<file path="src/rtl/rom_seq_pkg.sv">
// Shared types and constants for the ROM address sequencer.
package rom_seq_pkg;

    localparam int ROM_ADDR_W  = 8;
    localparam int ROM_DATA_W  = 8;
    localparam int ROM_LAT_MAX = 4;

    typedef enum logic [1:0] {
        IDLE  = 2'd0,
        ISSUE = 2'd1,
        DRAIN = 2'd2,
        FIN   = 2'd3
    } seq_state_t;

    typedef struct packed {
        logic                  valid;
        logic [ROM_ADDR_W:0]   index;
    } lat_entry_t;

endpackage

</file>
<file path="src/rtl/rom_addr_sequencer_lat_pipe.sv">
// Fixed-depth shift register tracking in-flight ROM reads (valid, index).
module rom_lat_pipe
    import rom_seq_pkg::*;
#(
    parameter int DEPTH = 1
) (
    input  logic       clk,
    input  logic       rst_n,
    input  lat_entry_t in_entry,
    output lat_entry_t out_entry,
    output logic       empty
);

    lat_entry_t stage_q [DEPTH];
    lat_entry_t stage_d [DEPTH];

    // Next-stage values: new entry at the head, everything else moves one step.
    always_comb begin
        stage_d[0] = in_entry;
        for (int i = 1; i < DEPTH; i++) begin
            stage_d[i] = stage_q[i-1];
        end
    end

    // Pipe storage; reset drops every in-flight read.
    always_ff @(posedge clk or negedge rst_n) begin
        if (!rst_n) begin
            for (int i = 0; i < DEPTH; i++) begin
                stage_q[i] <= '0;
            end
        end else begin
            for (int i = 0; i < DEPTH; i++) begin
                stage_q[i] <= stage_d[i];
            end
        end
    end

    // Empty when no stage carries a valid read.
    always_comb begin
        empty = 1'b1;
        for (int i = 0; i < DEPTH; i++) begin
            if (stage_q[i].valid) begin
                empty = 1'b0;
            end else begin
                empty = empty;
            end
        end
    end

    assign out_entry = stage_q[DEPTH-1];

endmodule

</file>
<file path="src/rtl/rom_addr_sequencer.sv">
// Walks base/stride/count over the ROM address space, one address per clock,
// and returns each read word with its sequence index after ROM_LAT cycles.
module rom_addr_sequencer
    import rom_seq_pkg::*;
#(
    parameter int ADDR_W  = ROM_ADDR_W,
    parameter int DATA_W  = ROM_DATA_W,
    parameter int ROM_LAT = 1
) (
    input  logic              clk,
    input  logic              reset_n,
    input  logic              start,
    input  logic [ADDR_W-1:0] base_addr,
    input  logic [ADDR_W-1:0] stride,
    input  logic [ADDR_W:0]   count,
    output logic [ADDR_W-1:0] address,
    input  logic [DATA_W-1:0] rom_data,
    output logic              busy,
    output logic              done,
    output logic              data_valid,
    output logic [DATA_W-1:0] data_out,
    output logic [ADDR_W:0]   data_index
);

    // Out-of-range latencies are clamped so the pipe is always 1..ROM_LAT_MAX deep.
    localparam int PIPE_DEPTH = (ROM_LAT < 1) ? 1 :
                                (ROM_LAT > ROM_LAT_MAX) ? ROM_LAT_MAX : ROM_LAT;
    localparam logic [ADDR_W:0] CNT_ONE = {{ADDR_W{1'b0}}, 1'b1};

    seq_state_t        state_q, state_d;
    logic [ADDR_W-1:0] address_q, address_d;
    logic [ADDR_W-1:0] stride_q, stride_d;
    logic [ADDR_W:0]   count_q, count_d;
    logic [ADDR_W:0]   issue_cnt_q, issue_cnt_d;
    logic              busy_q, busy_d;
    logic              done_q, done_d;
    logic              data_valid_q, data_valid_d;
    logic [DATA_W-1:0] data_out_q, data_out_d;
    logic [ADDR_W:0]   data_index_q, data_index_d;

    lat_entry_t pipe_in_s;
    lat_entry_t pipe_out_s;
    logic       pipe_empty_s;

    assign pipe_in_s.valid = (state_q == ISSUE);
    assign pipe_in_s.index = (ROM_ADDR_W+1)'(issue_cnt_q);

    rom_lat_pipe #(.DEPTH(PIPE_DEPTH)) u_lat_pipe (
        .clk       (clk),
        .rst_n     (reset_n),
        .in_entry  (pipe_in_s),
        .out_entry (pipe_out_s),
        .empty     (pipe_empty_s)
    );

    // Next-state, address/issue counters and output-stage values.
    always_comb begin
        state_d     = state_q;
        address_d   = address_q;
        stride_d    = stride_q;
        count_d     = count_q;
        issue_cnt_d = issue_cnt_q;
        case (state_q)
            IDLE: begin
                if (start && (count != '0)) begin
                    state_d     = ISSUE;
                    address_d   = base_addr;
                    stride_d    = stride;
                    count_d     = count;
                    issue_cnt_d = '0;
                end else if (start) begin
                    state_d = FIN;
                end else begin
                    state_d = IDLE;
                end
            end
            ISSUE: begin
                // The final address is held through DRAIN and IDLE.
                if (issue_cnt_q == (count_q - CNT_ONE)) begin
                    state_d = DRAIN;
                end else begin
                    address_d   = address_q + stride_q;
                    issue_cnt_d = issue_cnt_q + CNT_ONE;
                end
            end
            DRAIN: begin
                if (pipe_empty_s) begin
                    state_d = FIN;
                end else begin
                    state_d = DRAIN;
                end
            end
            FIN: begin
                state_d = IDLE;
            end
            default: begin
                state_d = IDLE;
            end
        endcase

        busy_d       = (state_d != IDLE);
        done_d       = (state_d == FIN);
        data_valid_d = pipe_out_s.valid;
        if (pipe_out_s.valid) begin
            data_out_d   = rom_data;
            data_index_d = (ADDR_W+1)'(pipe_out_s.index);
        end else begin
            data_out_d   = '0;
            data_index_d = '0;
        end
    end

    // FSM, counters and registered outputs.
    always_ff @(posedge clk or negedge reset_n) begin
        if (!reset_n) begin
            state_q      <= IDLE;
            address_q    <= '0;
            stride_q     <= '0;
            count_q      <= '0;
            issue_cnt_q  <= '0;
            busy_q       <= 1'b0;
            done_q       <= 1'b0;
            data_valid_q <= 1'b0;
            data_out_q   <= '0;
            data_index_q <= '0;
        end else begin
            state_q      <= state_d;
            address_q    <= address_d;
            stride_q     <= stride_d;
            count_q      <= count_d;
            issue_cnt_q  <= issue_cnt_d;
            busy_q       <= busy_d;
            done_q       <= done_d;
            data_valid_q <= data_valid_d;
            data_out_q   <= data_out_d;
            data_index_q <= data_index_d;
        end
    end

    assign address    = address_q;
    assign busy       = busy_q;
    assign done       = done_q;
    assign data_valid = data_valid_q;
    assign data_out   = data_out_q;
    assign data_index = data_index_q;

endmodule

</file>
<file path="config.mk">
export PLATFORM = sky130hd
export DESIGN_NAME = rom_addr_sequencer
export DESIGN_NICKNAME = d
export VERILOG_FILES = /design/src/rtl/rom_seq_pkg.sv /design/src/rtl/rom_addr_sequencer_lat_pipe.sv /design/src/rtl/rom_addr_sequencer.sv
export SDC_FILE = /design/constraint.sdc
export NUM_CORES = 1
export LEC_CHECK = 0
export CAP_MARGIN = 20
export CELL_PAD_IN_SITES_DETAIL_PLACEMENT = 1
export CELL_PAD_IN_SITES_GLOBAL_PLACEMENT = 1
export CORE_MARGIN = 1.5
export CORE_UTILIZATION = 36
export CTS_CLUSTER_DIAMETER = 200
export DETAILED_ROUTE_END_ITERATION = 16
export PLACE_DENSITY = 0.86
export SYNTH_ARGS = -nofsm -noshare
export SYNTH_HDL_FRONTEND = slang
export SYNTH_HIERARCHICAL = 1
export SYNTH_SLANG_ARGS = --single-unit
</file>
<file path="constraint.sdc">
create_clock -name clk -period 2.7 [get_ports clk]
set_clock_uncertainty 0.15 [all_clocks]
set_input_delay 0.54 -clock clk [delete_from_list [all_inputs] [get_ports clk]]
set_output_delay 0.54 -clock clk [all_outputs]
set_load 0.005 [all_outputs]
</file>
==> results of run 1 <==
[through the flow]
stage | cell area (µm²) | std cells | power [W] | TNS [ps] | util
after CTS | 4145 | 477 | 0.004705 | 0 | 0.5020
final | 4249 | 481 | 0.004807 | 0 | 0.5145
after global placement | 3929 | 461 | 0.003613 | 0 | 0.4758
after detailed placement | 3929 | 461 | 0.003745 | -1186 | 0.4758
after global routing | 4249 | 481 | 0.005182 | -148.1 | 0.5145
after floorplan | 3083 | 290 | 0.002919 | 0 | -
[cell usage after synthesis (6+ instances only)]
cell,instances
dfrtp_1,66
and2_1,19
mux2_2,9
o21ai_0,14
inv_1,8
xnor2_1,10
a21oi_1,9
nor2_1,6
nand2b_1,6
nor3_1,6
xor2_1,6
clkbuf_1,9
nand4_1,6
ha_1,9
nand2_1,42
or3_1,6
[state kept, by name, indices dropped and copies added, names as in the netlist]
| name | cells |
|---|---|
| state_q | 2 |
| count_q | 9 |
| issue_cnt_q | 9 |
| done | 1 |
| data_index | 9 |
| stride_q | 8 |
| busy | 1 |
| data_out | 8 |
| address | 8 |
| u_lat_pipe/out_entry | 10 |
| data_valid | 1 |
[metal layers]
| layer | vias to the layer above | share of wire | wire (µm) |
|---|---|---|---|
| met5 | - | 0 | 0 |
| met4 | 0 | 0.023 | 187 |
| met3 | 14 | 0.051 | 416 |
| met2 | 78 | 0.51 | 4164 |
| met1 | 1255 | 0.41 | 3373 |
| li1 | 1173 | - | - |
[path summary, 6_finish.rpt]
| check | slack, ps | start | to | depth (start not counted) |
|---|---|---|---|---|
| min in group clk | 310 | u_lat_pipe/out_entry[5]$_DFF_PN0_ | data_index[5]$_DFF_PN0_ | 1 |
| hold reg to reg | 310 | u_lat_pipe/out_entry[5]$_DFF_PN0_ | data_index[5]$_DFF_PN0_ | 1 |
| setup / recovery | 20 | count_q[1]$_DFFE_PN0P_ | issue_cnt_q[5]$_DFFE_PN0P_ | 8 |
| max in group asynchronous | 2050 | reset_n | count_q[4]$_DFFE_PN0P_ | 2 |
| hold / removal | 60 | reset_n | data_out[6]$_DFF_PN0_ | 2 |
| setup reg to reg | 20 | count_q[1]$_DFFE_PN0P_ | issue_cnt_q[5]$_DFFE_PN0P_ | 8 |
[final cells by class]
class                   instances  share of cell area
inverters                       8            0.007067
flip-flops and latches         66              0.3890
clock buffers                   9             0.02915
repair buffers                 83              0.1885
clock inverters                 7             0.02179
multi-input cells             203              0.3336
well taps                     105             0.03092
[power by group through the flow]
stage                     Clock (W)  Sequential, W  Combinational [W]
after floorplan                   0        0.00160            0.00132
after global placement            0        0.00168            0.00194
after detailed placement          0        0.00171            0.00204
after CTS                  0.000945        0.00169            0.00207
after global routing       0.000985        0.00175            0.00245
final                      0.000919        0.00170            0.00218
[what timing repair did]
action | in CTS | in global routing
endpoints found under the setup margin | 0 | 17
resized for setup | 0 | 12
buffers inserted | 0 | 4
[cell families (layout without fill, tap and decap cells)]
group,count (synthesis),after routing,synth area share
xor+xnor,16,16,0.04545
flops,66,66,0.5357
compound gates,47,47,0.1015
simple gates,117,117,0.2005
mux,13,13,0.04586
fa+ha+maj,10,10,0.04302
buf+inv,21,107,0.02800
[worst max-delay path, cell delays in order (launching register included)]
cell and delay [ps]:
dfrtp_1 410, or3_4 410, or3_4 340, nor4b_1 160, o31a_1 390, buf_4 170
a2111oi_4 340, xnor2_1 150, nor2_1 50
==> metrics.txt, run 1 <==
total number of yosys warnings 6; Netlist cell types 48; met2 routing resource usage after global routing 0.3281; worst-margin pin slew about 550 ps; detailed-route DRC error count 0; setup repair after global routing missed its margin yes; total CTS buffers 9; HPWL after detailed placement roughly 5600 µm; upper clock frequency limit 0.3726 GHz; later-pin clock latency in the skew report roughly 350 ps; multi-input combinational cell area 1418 µm²; kind of capture point of the worst setup path flip-flop; design internal power 0.003068 W; Crit path required time between 2000 and 3000 ps; Net Sw Power 0.001739 W; minimum hold slack 55.30 ps; net count reported at finish 417; mean number of vias per cell 5.239; crit share post-route 0.9940; storage element area about 1700 µm²; count of standard-cell rows 33; sequential group share of total power 0.354; final hold viol count 0; initial antenna violation count 0; horizontal die dimension 95.54 µm; dominant register cell in the synthesized netlist dfrtp_1; first-pass GRT wire length around 13000 µm; arrival time reported for the critical path endpoint ~2800 ps; Leakage Power 1.882 nW; EDFF count, synth 0; max-slew violation count 0; maximum fanout along the worst path 4; # diodes 0; relative max-transition margin 0.6324; worst setup timing slack at the placement stage -149.4 ps; nature of the critical path startpoint flip-flop; Mapped Avg Cell Area approximately 11 µm²; Initial Utilization 0.3733; H-Tree Depth 3; y dimension of the die roughly 96 µm; Post-Synthesis Cells 290; minimum clock period 2684 ps; overall track demand over capacity in global routing 0.1877; Initial DRC Count 111; IO Port Bufs between 60 and 70; Setup WS post-layout 16.16 ps; count of TritonRoute iterations in the first routing pass 4; top-level port count 64; post-detailed-route wirelength per cell ~17 µm; Synth Net Count ~340; fraction of final layout cells sized beyond drive strength 1 0.1596; total of hold buffers inserted after clock tree synthesis 0; total number of vias 2520; vias in the first global route 2578; overflow left after global routing 0; asr flop ratio synth 1.000; switch share 0.3618; CTS root buf clkbuf_8; #FFs+latches synth between 60 and 70; maximum number of pins on one net before global-route repair 67; share of Yosys cell area claimed by the top area cell type 0.5357; worst-case vdd ir drop 0.0005227 V; top area cells in the synthesized netlist dfrtp_1 54%, nand2_1 5.1%, and2_1 3.9%; commonest cells after routing, fill and taps aside 65 x dfrtp_1, 62 x clkdlybuf4s50_1, 41 x nand2_1; power density normalized to cell area 1131 nW/µm²; final antenna-violating net count 0; Hold Path Class primary input to async pin; number of fill cells 905; final setup violation count 0; Syn-to-layout area delta 37.82%; die area 9128 µm²; outcome completed; DRT Wirelength 8141 µm; largest buffer count on any clock path 2; most frequent standard cell in the layout excluding fill and tap cells dfrtp_1; Core Box Area about 8300 µm²; power share of the combinational group 0.454; clock transition at the register clock pins on the worst setup and hold paths after CTS 80 ps; leading area contributor after synthesis dfrtp_1; clock sink count 66; final estimated routing congestion in global placement 0.8100; category of the most critical setup path flip-flop to flip-flop; share of the yosys chip area belonging to registers 0.5357; max-cap violation count 0; GR peak layer met2; met3 usage 0.05104; TritonCTS clock tree yes; met1 track demand over resource in global routing 0.2235; Clk pwr share 0.191; post-synth design cell area between 3000 and 4000 µm²
Power figures use the tool's default switching activity.
==> run 2: changes to the inputs <==
--- a/config.mk
+++ b/config.mk
@@ -12,7 +12,9 @@
 export CORE_UTILIZATION = 36
 export CTS_CLUSTER_DIAMETER = 200
 export DETAILED_ROUTE_END_ITERATION = 16
-export PLACE_DENSITY = 0.86
+export MAX_ROUTING_LAYER = met4
+export PLACE_DENSITY_LB_ADDON = 0.1
+export SETUP_SLACK_MARGIN = 0.02
 export SYNTH_ARGS = -nofsm -noshare
 export SYNTH_HDL_FRONTEND = slang
 export SYNTH_HIERARCHICAL = 1
==> run 2 against run 1 <==
Clock power grew 13%. Largest power group unchanged. First-iteration DRC count shrank 44%. Global-route usage up 0.40 points.
==> metrics.txt, run 2 (synthesis gave the netlist of run 1 again) <==
outcome completed (unchanged); standard cell with the maximum stage delay on the critical path dfrtp_1 (unchanged); clock transition at the register clock pins on the worst setup and hold paths after CTS 80 ps (about the same); H-Tree Depth 3 (unchanged); count of standard-cell rows 33 (unchanged); Hold Path Class primary input to async pin (unchanged); overall track demand over capacity in global routing 0.1918 (was 0.1877); Core Box Area 8258 µm² (unchanged); # diodes 0 (unchanged); first-pass GRT wire length 12750 µm (was 12850 µm); final setup violation count 0 (unchanged); clock sink count 66 (unchanged); detailed-route DRC error count 0 (unchanged); Critical path buffers and inverters 1 (unchanged); die area 9128 µm² (unchanged); commonest cells after routing, fill and taps aside 65 x dfrtp_1, 62 x clkdlybuf4s50_1, 41 x nand2_1 (unchanged); later-pin clock latency in the skew report 340 ps (was 350 ps); largest buffer count on any clock path 2 (unchanged); DRT Wirelength 7618 µm (was 8141 µm); final estimated routing congestion in global placement 0.7476 (was 0.8100); multi-input combinational cell area 1414 µm² (was 1418 µm²); y dimension of the die 95.54 µm (unchanged); mean number of vias per cell 5.027 (was 5.239); horizontal die dimension 95.54 µm (unchanged); power density normalized to cell area 1127 nW/µm² (was 1131 nW/µm²); final hold viol count 0 (unchanged); worst-margin pin slew 622.0 ps (was 546.3 ps); top-level port count 64 (unchanged); storage element area 1653 µm² (unchanged); IO Port Bufs 63 (unchanged); total CTS buffers 9 (unchanged); maximum number of pins on one net before global-route repair 28 (was 67); count of TritonRoute iterations in the first routing pass 4 (unchanged); Reg2Reg Depth 8 (unchanged); category of the most critical setup path flip-flop to flip-flop (unchanged); CP most frequent cell or3_4 (unchanged); max-cap violation count 0 (unchanged); total of hold buffers inserted after clock tree synthesis 0 (unchanged); relative max-transition margin 0.5853 (was 0.6324); crit-path max cell delay 410 ps (about the same); final antenna-violating net count 0 (unchanged); max-slew violation count 0 (unchanged); post-detailed-route wirelength per cell 15.61 µm (was 16.93 µm); net count reported at finish 424 (was 417); max reg flops 10 (unchanged); number of fill cells 892 (was 905); final std cells w/o fill 488 (was 481); maximum fanout along the worst path 5 (was 4); fraction of final layout cells sized beyond drive strength 1 0.1775 (was 0.1596); most frequent standard cell in the layout excluding fill and tap cells dfrtp_1 (unchanged); kind of capture point of the worst setup path flip-flop (unchanged); HPWL after detailed placement 5804 µm (was 5576 µm); setup repair after global routing missed its margin yes (unchanged); list of cells traversed by the critical path or3_4 > or3_4 > nor4b_1 > o31a_1 > a21oi_4 > buf_4 > nand4_1 > mux2i_1 (was or3_4 > or3_4 > nor4b_1 > o31a_1 > buf_4 > a2111oi_4 > xnor2_1 > nor2_1); arrival time reported for the critical path endpoint 2680 ps (was 2770 ps); overflow left after global routing 0 (unchanged); instance count after placement with tap cells included 470 (was 461); initial antenna violation count 0 (unchanged); Initial DRC Count 62 (was 111); minimum clock period 2624 ps (was 2684 ps); CTS root buf clkbuf_8 (unchanged); Total Neg Setup Slack 0 ps (unchanged); Syn-to-layout area delta 41.07% (was 37.82%); vias in the first global route 2522 (was 2578); category of cells accounting for the largest share of critical-path delay simple AND/OR/NAND/NOR gates (unchanged); worst-case vdd ir drop 0.0005815 V (was 0.0005227 V); nature of the critical path startpoint flip-flop (unchanged); Initial Utilization 0.3733 (unchanged); upper clock frequency limit 0.3811 GHz (was 0.3726 GHz); count of cell instances traversed by the critical path 8 (unchanged); Leakage Power 1.924 nW (was 1.882 nW); Crit path required time 2760 ps (was 2790 ps); total number of vias 2453 (was 2520); crit share post-route 0.9718 (was 0.9940); TritonCTS clock tree yes (unchanged)
## run 2: path summary, 6_finish.rpt
path,start,end,slack (ps)
worst max register to register,count_q[1]$_DFFE_PN0P_,issue_cnt_q[3]$_DFFE_PN0P_,80
min in group clk,u_lat_pipe/out_entry[6]$_DFF_PN0_,data_index[6]$_DFF_PN0_,310
worst max-delay path,count_q[1]$_DFFE_PN0P_,issue_cnt_q[3]$_DFFE_PN0P_,80
worst min-delay path,reset_n,data_valid$_DFF_PN0_,60
max in group asynchronous,reset_n,u_lat_pipe/out_entry[2]$_DFF_PN0_,1730
worst min register to register,u_lat_pipe/out_entry[6]$_DFF_PN0_,data_index[6]$_DFF_PN0_,310
## run 2: per-layer routing
metal | vias to the layer above | part of all wire | global-route usage
met3 | 8 | 0.032 | 0.03349
li1 | 1184 | - | -
met2 | 53 | 0.49 | 0.3063
met1 | 1208 | 0.46 | 0.2421
met5 | - | 0 | -
met4 | 0 | 0.012 | 0.07353
## run 2: timing repair
item                                    4_1_cts  5_1_grt
resized for setup                             0       14
endpoints found under the setup margin        0       16
endpoints found under the hold margin         0        0
buffers inserted                              0        2
## run 2: final cells by class
type,count,share of cell area
clock buffer,10,0.03165
clock inverter,6,0.02618
inverter,8,0.006904
multi-input combinational,203,0.3251
sequential,66,0.3800
tap,105,0.03021
timing repair buffer,90,0.1999
## run 2: through the flow
stage,total power [W],hold slack (ps),utilization,setup WS [ps],instance area (µm²)
3_3_place_gp,0.003717,286.2,0.4855,38.28,4009
2_1_floorplan,0.002919,94.41,-,42.21,3083
6_report,0.004902,61.64,0.5267,76.10,4349
4_1_cts,0.004860,78.70,0.5159,43.73,4260
5_1_grt,0.005299,99.51,0.5267,-19.72,4349
3_5_place_dp,0.003803,290.5,0.4855,-40.13,4009
## run 2: power breakdown
part / leakage (nW) / total, W / internal, W / switching [W]
clock network: 0.119 / 0.00104 / 0.000640 / 0.000396
registers: 0.813 / 0.00168 / 0.00136 / 0.000314
logic: 0.993 / 0.00219 / 0.00122 / 0.000974
total: 1.92 / 0.00490 / 0.00322 / 0.00168
==> variant 1: new RTL, config.mk and constraints of run 2 <==
The package constant `ROM_ADDR_W` goes from 8 to 7.
--- a/src/rtl/rom_seq_pkg.sv
+++ b/src/rtl/rom_seq_pkg.sv
@@ -2,5 +2,5 @@
 package rom_seq_pkg;
 
-    localparam int ROM_ADDR_W  = 8;
+    localparam int ROM_ADDR_W  = 7;
     localparam int ROM_DATA_W  = 8;
     localparam int ROM_LAT_MAX = 4;
Ports: changed (5 resized); port bits go from 64 to 59. The function was not compared with the original's and may differ.
==> variant 1 against run 2 <==
Cell area down 14%. Sequential cell count down 6. Worst setup slack better by 0.087 ns. Sequential power down 7%. Non-clock buffer count down 22. Routed wire length down 8.0%. Global-route usage up 0.15 points. Area after synthesis down 10%. Clock power down 24%. Total power down 8.4%. Largest cell class unchanged.
==> variant 1: results (changes against run 2) <==
| Metric | Value |
|---|---|
| M1 GR Usage | 23.6% (-0.62 points) |
| Max reg flops | 9 (-1) |
| Hold_ws | 0.0869 ns (+0.0252 ns) |
| H-tree Lvls | 3 (unchanged) |
| Post-synthesis cell type count | 47 (-2.1%) |
| Iter 0 DRT Violations | 143 (+130%) |
| Pre-antenna DRT Iters | 4 (unchanged) |
| Worst skew pair latency | 0.33 ns |
| Net Count, Synth | 305 (-9.2%) |
| Placed Area | 0.00354 mm² (-12%) |
| Dominant cells by area after synthesis | dfrtp_1 54%, nand2_1 5.4%, and2_1 3.6% |
| Async SR Flop Fraction | 100% (unchanged) |
| Worst-path clk slew | 0.07 ns |
| Outcome | complete, no violations |
| Post-synth top cells | 60 x dfrtp_1, 40 x nand2_1, 16 x a21oi_1, 16 x and2_1, 14 x inv_1 |
| Number of global-route vias before repair | 2311 (-8.4%) |
| Clock root cell | clkbuf_8 |
| Crit-path leading delay family | simple AND/OR/NAND/NOR gates |
| Routed wire per std cell | 16.0 µm (+2.5%) |
| Global-route met2 utilization | 30.5% (-0.18 points) |
| First-pass GRT wire length | 11900 µm (-6.7%) |
| Layout Nets | 377 (-11%) |
| RePlAce Congestion | 0.779 (+4.2%) |
| Worst Tran Pin Value | 0.672 ns (+0.0503 ns) |
| Ys Warns | 6 (unchanged) |
| Worst VDD drop | 0.475 mV (-18%) |
| CP Max Fanout | 6 (+1) |
| N_diodes | 0 (unchanged) |
| Cts bufs inserted | 9 (unchanged) |
| Most common flop cell mapped by yosys | dfrtp_1 |
| Final setup vio count | 0 (unchanged) |
| Seq/Total Area, Yosys | 54.3% (+0.70 points) |
| Met3 Resource Use GR | 5.13% (+1.8 points) |
| CP max-delay cell | or3_4 |
| All-layer global routing usage | 19.3% (+0.15 points) |
| Longest Clk Path Bufs | 2 (unchanged) |
| Pin count of the biggest net entering global routing | 35 (+25%) |
| P_leak | 1.68 nW (-13%) |
| Via count | 2233 (-9.0%) |
| R2r setup slk | 0.16 ns (+0.09 ns) |
| Final HPWL from detailed placement | 5150 µm (-11%) |
| Initial antenna violation count | 0 (unchanged) |
| Hold Crit Class | in2async |
| CP max stage delay | 0.43 ns (+0.02 ns) |
| Share of cells above drive strength 1 | 11.2% (-6.5 points) |
| Port Buf Inserts | 58 (-7.9%) |
[variant 1: power breakdown]
part / switching (mW) / total, mW / internal [mW]
combinational: 1.04 / 2.14 / 1.09
clock: 0.349 / 0.790 / 0.441
sequential: 0.317 / 1.56 / 1.25
total: 1.71 / 4.49 / 2.78
[variant 1: path summary, 6_finish.rpt]
| kind | cells after the start | to | start |
|---|---|---|---|
| max | 8 | address[6] | count_q[0] |
| min | 1 | data_out[2] | reset_n |
| max reg2reg | 8 | address[6] | count_q[0] |
| min reg2reg | 1 | data_index[2] | u_lat_pipe/out_entry[2] |
| max in group asynchronous | 2 | u_lat_pipe/out_entry[4] | reset_n |
| min in group clk | 1 | data_index[2] | u_lat_pipe/out_entry[2] |
[variant 1: through the flow]
step	worst slack (ns)	total power [mW]	TNS, ns	std cells
finish	0.163	4.49	0	438
global route	0.0341	4.86	0	438
CTS	0.0276	4.51	0	436
detailed placement	-0.0557	3.69	-0.0557	421
global placement	0.0492	3.59	0	421
floorplan	0.256	2.85	0	263
[variant 1: cell families (layout without fill, tap and decap cells)]
kind of cell / after synthesis / count (layout) / synth area share (%)
adder cells (fa/ha/maj): 9 / 9 / 4.34
AO/OA/AOI/OAI: 52 / 53 / 13.8
multiplexers: 6 / 6 / 2.22
flip-flops: 60 / 60 / 54.3
XOR/XNOR: 11 / 11 / 3.48
AND/OR/NAND/NOR: 102 / 102 / 18.7
buffers and inverters: 23 / 98 / 3.26
[variant 1: cell type report]
cell class	count	area [µm²]
clock buffers	10	138
repair buffers	68	688
well taps	99	124
clock inverters	5	52.6
fillers	824	3570
flip-flops and latches	60	1500
multi-input cells	181	1200
inverters	15	56.3
[variant 1: metal layers]
| metal | up-vias | share of wire [%] |
|---|---|---|
| met3 | 15 | 5.0 |
| li1 | 1057 | - |
| met4 | 0 | 2.3 |
| met1 | 1102 | 43 |
| met5 | - | 0 |
| met2 | 59 | 50 |
[variant 1: repair_timing]
| item | in CTS | in global routing |
|---|---|---|
| setup endpoints to repair | 0 | 10 |
| setup buffers | 0 | 1 |
| gates resized for setup | 0 | 3 |
==> variant 2: new RTL, config.mk and constraints of run 2 <==
Without the edit above. Take the reset off `address_q`, `data_out_q` and `data_index_q` and load them in a clocked block of their own.
--- a/src/rtl/rom_addr_sequencer.sv
+++ b/src/rtl/rom_addr_sequencer.sv
@@ -115,5 +115,4 @@
         if (!reset_n) begin
             state_q      <= IDLE;
-            address_q    <= '0;
             stride_q     <= '0;
             count_q      <= '0;
@@ -122,9 +121,6 @@
             done_q       <= 1'b0;
             data_valid_q <= 1'b0;
-            data_out_q   <= '0;
-            data_index_q <= '0;
         end else begin
             state_q      <= state_d;
-            address_q    <= address_d;
             stride_q     <= stride_d;
             count_q      <= count_d;
@@ -133,7 +129,11 @@
             done_q       <= done_d;
             data_valid_q <= data_valid_d;
-            data_out_q   <= data_out_d;
-            data_index_q <= data_index_d;
         end
+    end
+
+    always_ff @(posedge clk) begin
+        address_q    <= address_d;
+        data_out_q   <= data_out_d;
+        data_index_q <= data_index_d;
     end
 
Check against the original RTL: not equivalent (a bounded check fails within 4 cycles, from zero or initial values and one cycle with reset_n low).
==> variant 2 against run 2 <==
Core utilization decreased by 0.64 points. Synthesized cell count increased by 0.34%. Area after synthesis decreased by 4.0%. Cell area decreased by 6.1%. Sequential cell count unchanged. Maximum frequency increased by 2.1%. Worst setup slack improved by 0.054 ns. Routed wire length decreased by 6.2%. Total power decreased by 3.5%. Largest cell class unchanged. Highest routed layer unchanged.
==> variant 2: results (changes against run 2) <==
| Metric | Value |
|---|---|
| Mux share of post-synthesis cell area | 3.04% (-1.5 points) |
| Share of cells above drive strength 1 | 13.0% (-4.8 points) |
| All-layer global routing usage | 18.4% (-0.74 points) |
| Net Count, Synth | 337 (+0.30%) |
| Vias per cell | 4.89 (-2.7%) |
| Post-synthesis cell type count | 47 (-2.1%) |
| CP max stage delay | 0.57 ns (+0.16 ns) |
| Worst VDD drop | 0.455 mV (-22%) |
| FILL cells | 881 (-1.2%) |
| Pin count of the biggest net entering global routing | 23 (-18%) |
| First-pass GRT wire length | 11900 µm (-6.5%) |
| N_diodes | 0 (unchanged) |
| Hold Crit Class | reg2reg |
| Inst Count DP | 463 (-1.5%) |
| Iter 0 DRT Violations | 51 (-18%) |
| P_leak | 1.78 nW (-7.2%) |
| Layout Nets | 419 (-1.2%) |
| Setup WS pre-CTS | 0.0334 ns (+0.0735 ns) |
| Switching Fraction | 35.6% (+1.3 points) |
| Post-synth top cells | 63 x nand2_1, 41 x dfrtp_1, 17 x and2_1, 17 x dfxtp_1, 17 x o21ai_0 |
| Port Buf Inserts | 63 (unchanged) |
| CP max-delay cell | or4_1 |
| EDFF count, synth | 8 (+8) |
| Number of global-route vias before repair | 2430 (-3.6%) |
| Outcome | complete, no violations |
| Dominant cells by area after synthesis | dfrtp_1 35%, dfxtp_1 11%, edfxtp_1 8.1% |
| Total sequential power | 1.76 mW (+5%) |
| Mapped Cells | 291 (+0.34%) |
| Adder and majority cell fraction of the synthesized area | 4.48% (+0.18 points) |
| Slew margin rel. | 69.2% (+11 points) |
| Clock group total power | 952 µW (-8%) |
| Post-CTS Setup Inserts | 0 (unchanged) |
| Compound-Gate Fraction of Synth Area | 10.4% (+0.29 points) |
| Most common flop cell mapped by yosys | dfrtp_1 |
| Pwr/cell area | 1160 mW/mm² (+2.8%) |
| Final HPWL from detailed placement | 5100 µm (-12%) |
| Clock root cell | clkbuf_8 |
| Seq/Total Area, Yosys | 54.3% (+0.70 points) |
| Async SR Flop Fraction | 62.1% (-38 points) |
| Synth Area in XOR/XNOR | 5.49% (+0.95 points) |
| Via count | 2347 (-4.3%) |
| Placed Area | 0.00380 mm² (-5.2%) |
| Final WL | 7140 µm (-6.2%) |
| RePlAce Congestion | 0.808 (+8.0%) |
-- variant 2: stage by stage --
step / util (%) / TNS (ns)
5_1_grt: 52.0 / -0.00601
6_report: 52.0 / 0
4_1_cts: 51.5 / 0
2_1_floorplan: - / 0
3_5_place_dp: 48.4 / 0
3_3_place_gp: 48.4 / 0
-- variant 2: routing by layer --
metal  part of all wire [%]  GRT usage (%)  wire (µm)
met5                      0              -          0
met4                    1.2           7.46         83
met3                    3.8           3.72        272
met2                     47           28.1       3390
met1                     48           24.1       3400
-- variant 2: worst register-to-register path, delay by kind of cell, from the launching register on --
family	cells	cell delay, ns
flops	1	0.44
buf+inv	1	0.18
mux	1	0.23
xor+xnor	1	0.14
simple gates	3	1.12
compound gates	1	0.23
-- variant 2: layout make-up --
cell class | count | area share [%]
sequential | 66 | 39.4
multi-input combinational | 202 | 32.2
timing repair buffer | 79 | 18.3
clock buffer | 10 | 3.37
tap | 102 | 3.13
clock inverter | 6 | 2.18
inverter | 15 | 1.38
-- variant 2: worst paths after layout --
| path | startpoint | end | slack, ns | depth (start not counted) |
|---|---|---|---|---|
| max | count_q[0] | issue_cnt_q[7] | 0.13 | 7 |
| min | u_lat_pipe/out_entry[5] | data_index[5] | 0.29 | 1 |
| max reg2reg | count_q[0] | issue_cnt_q[7] | 0.13 | 7 |
| min reg2reg | u_lat_pipe/out_entry[5] | data_index[5] | 0.29 | 1 |
| max in group asynchronous | reset_n | u_lat_pipe/out_entry[1] | 1.19 | 3 |
| min in group asynchronous | reset_n | count_q[8] | 0.52 | 2 |
-- variant 2: repair_timing --
action | CTS | global route
setup endpoints to repair | 1 | 5
hold endpoints to repair | 19 | 0
cloned | 0 | 0
pin swaps | 0 | 1
hold buffers | 1 | 0
gates resized for setup | 1 | 8
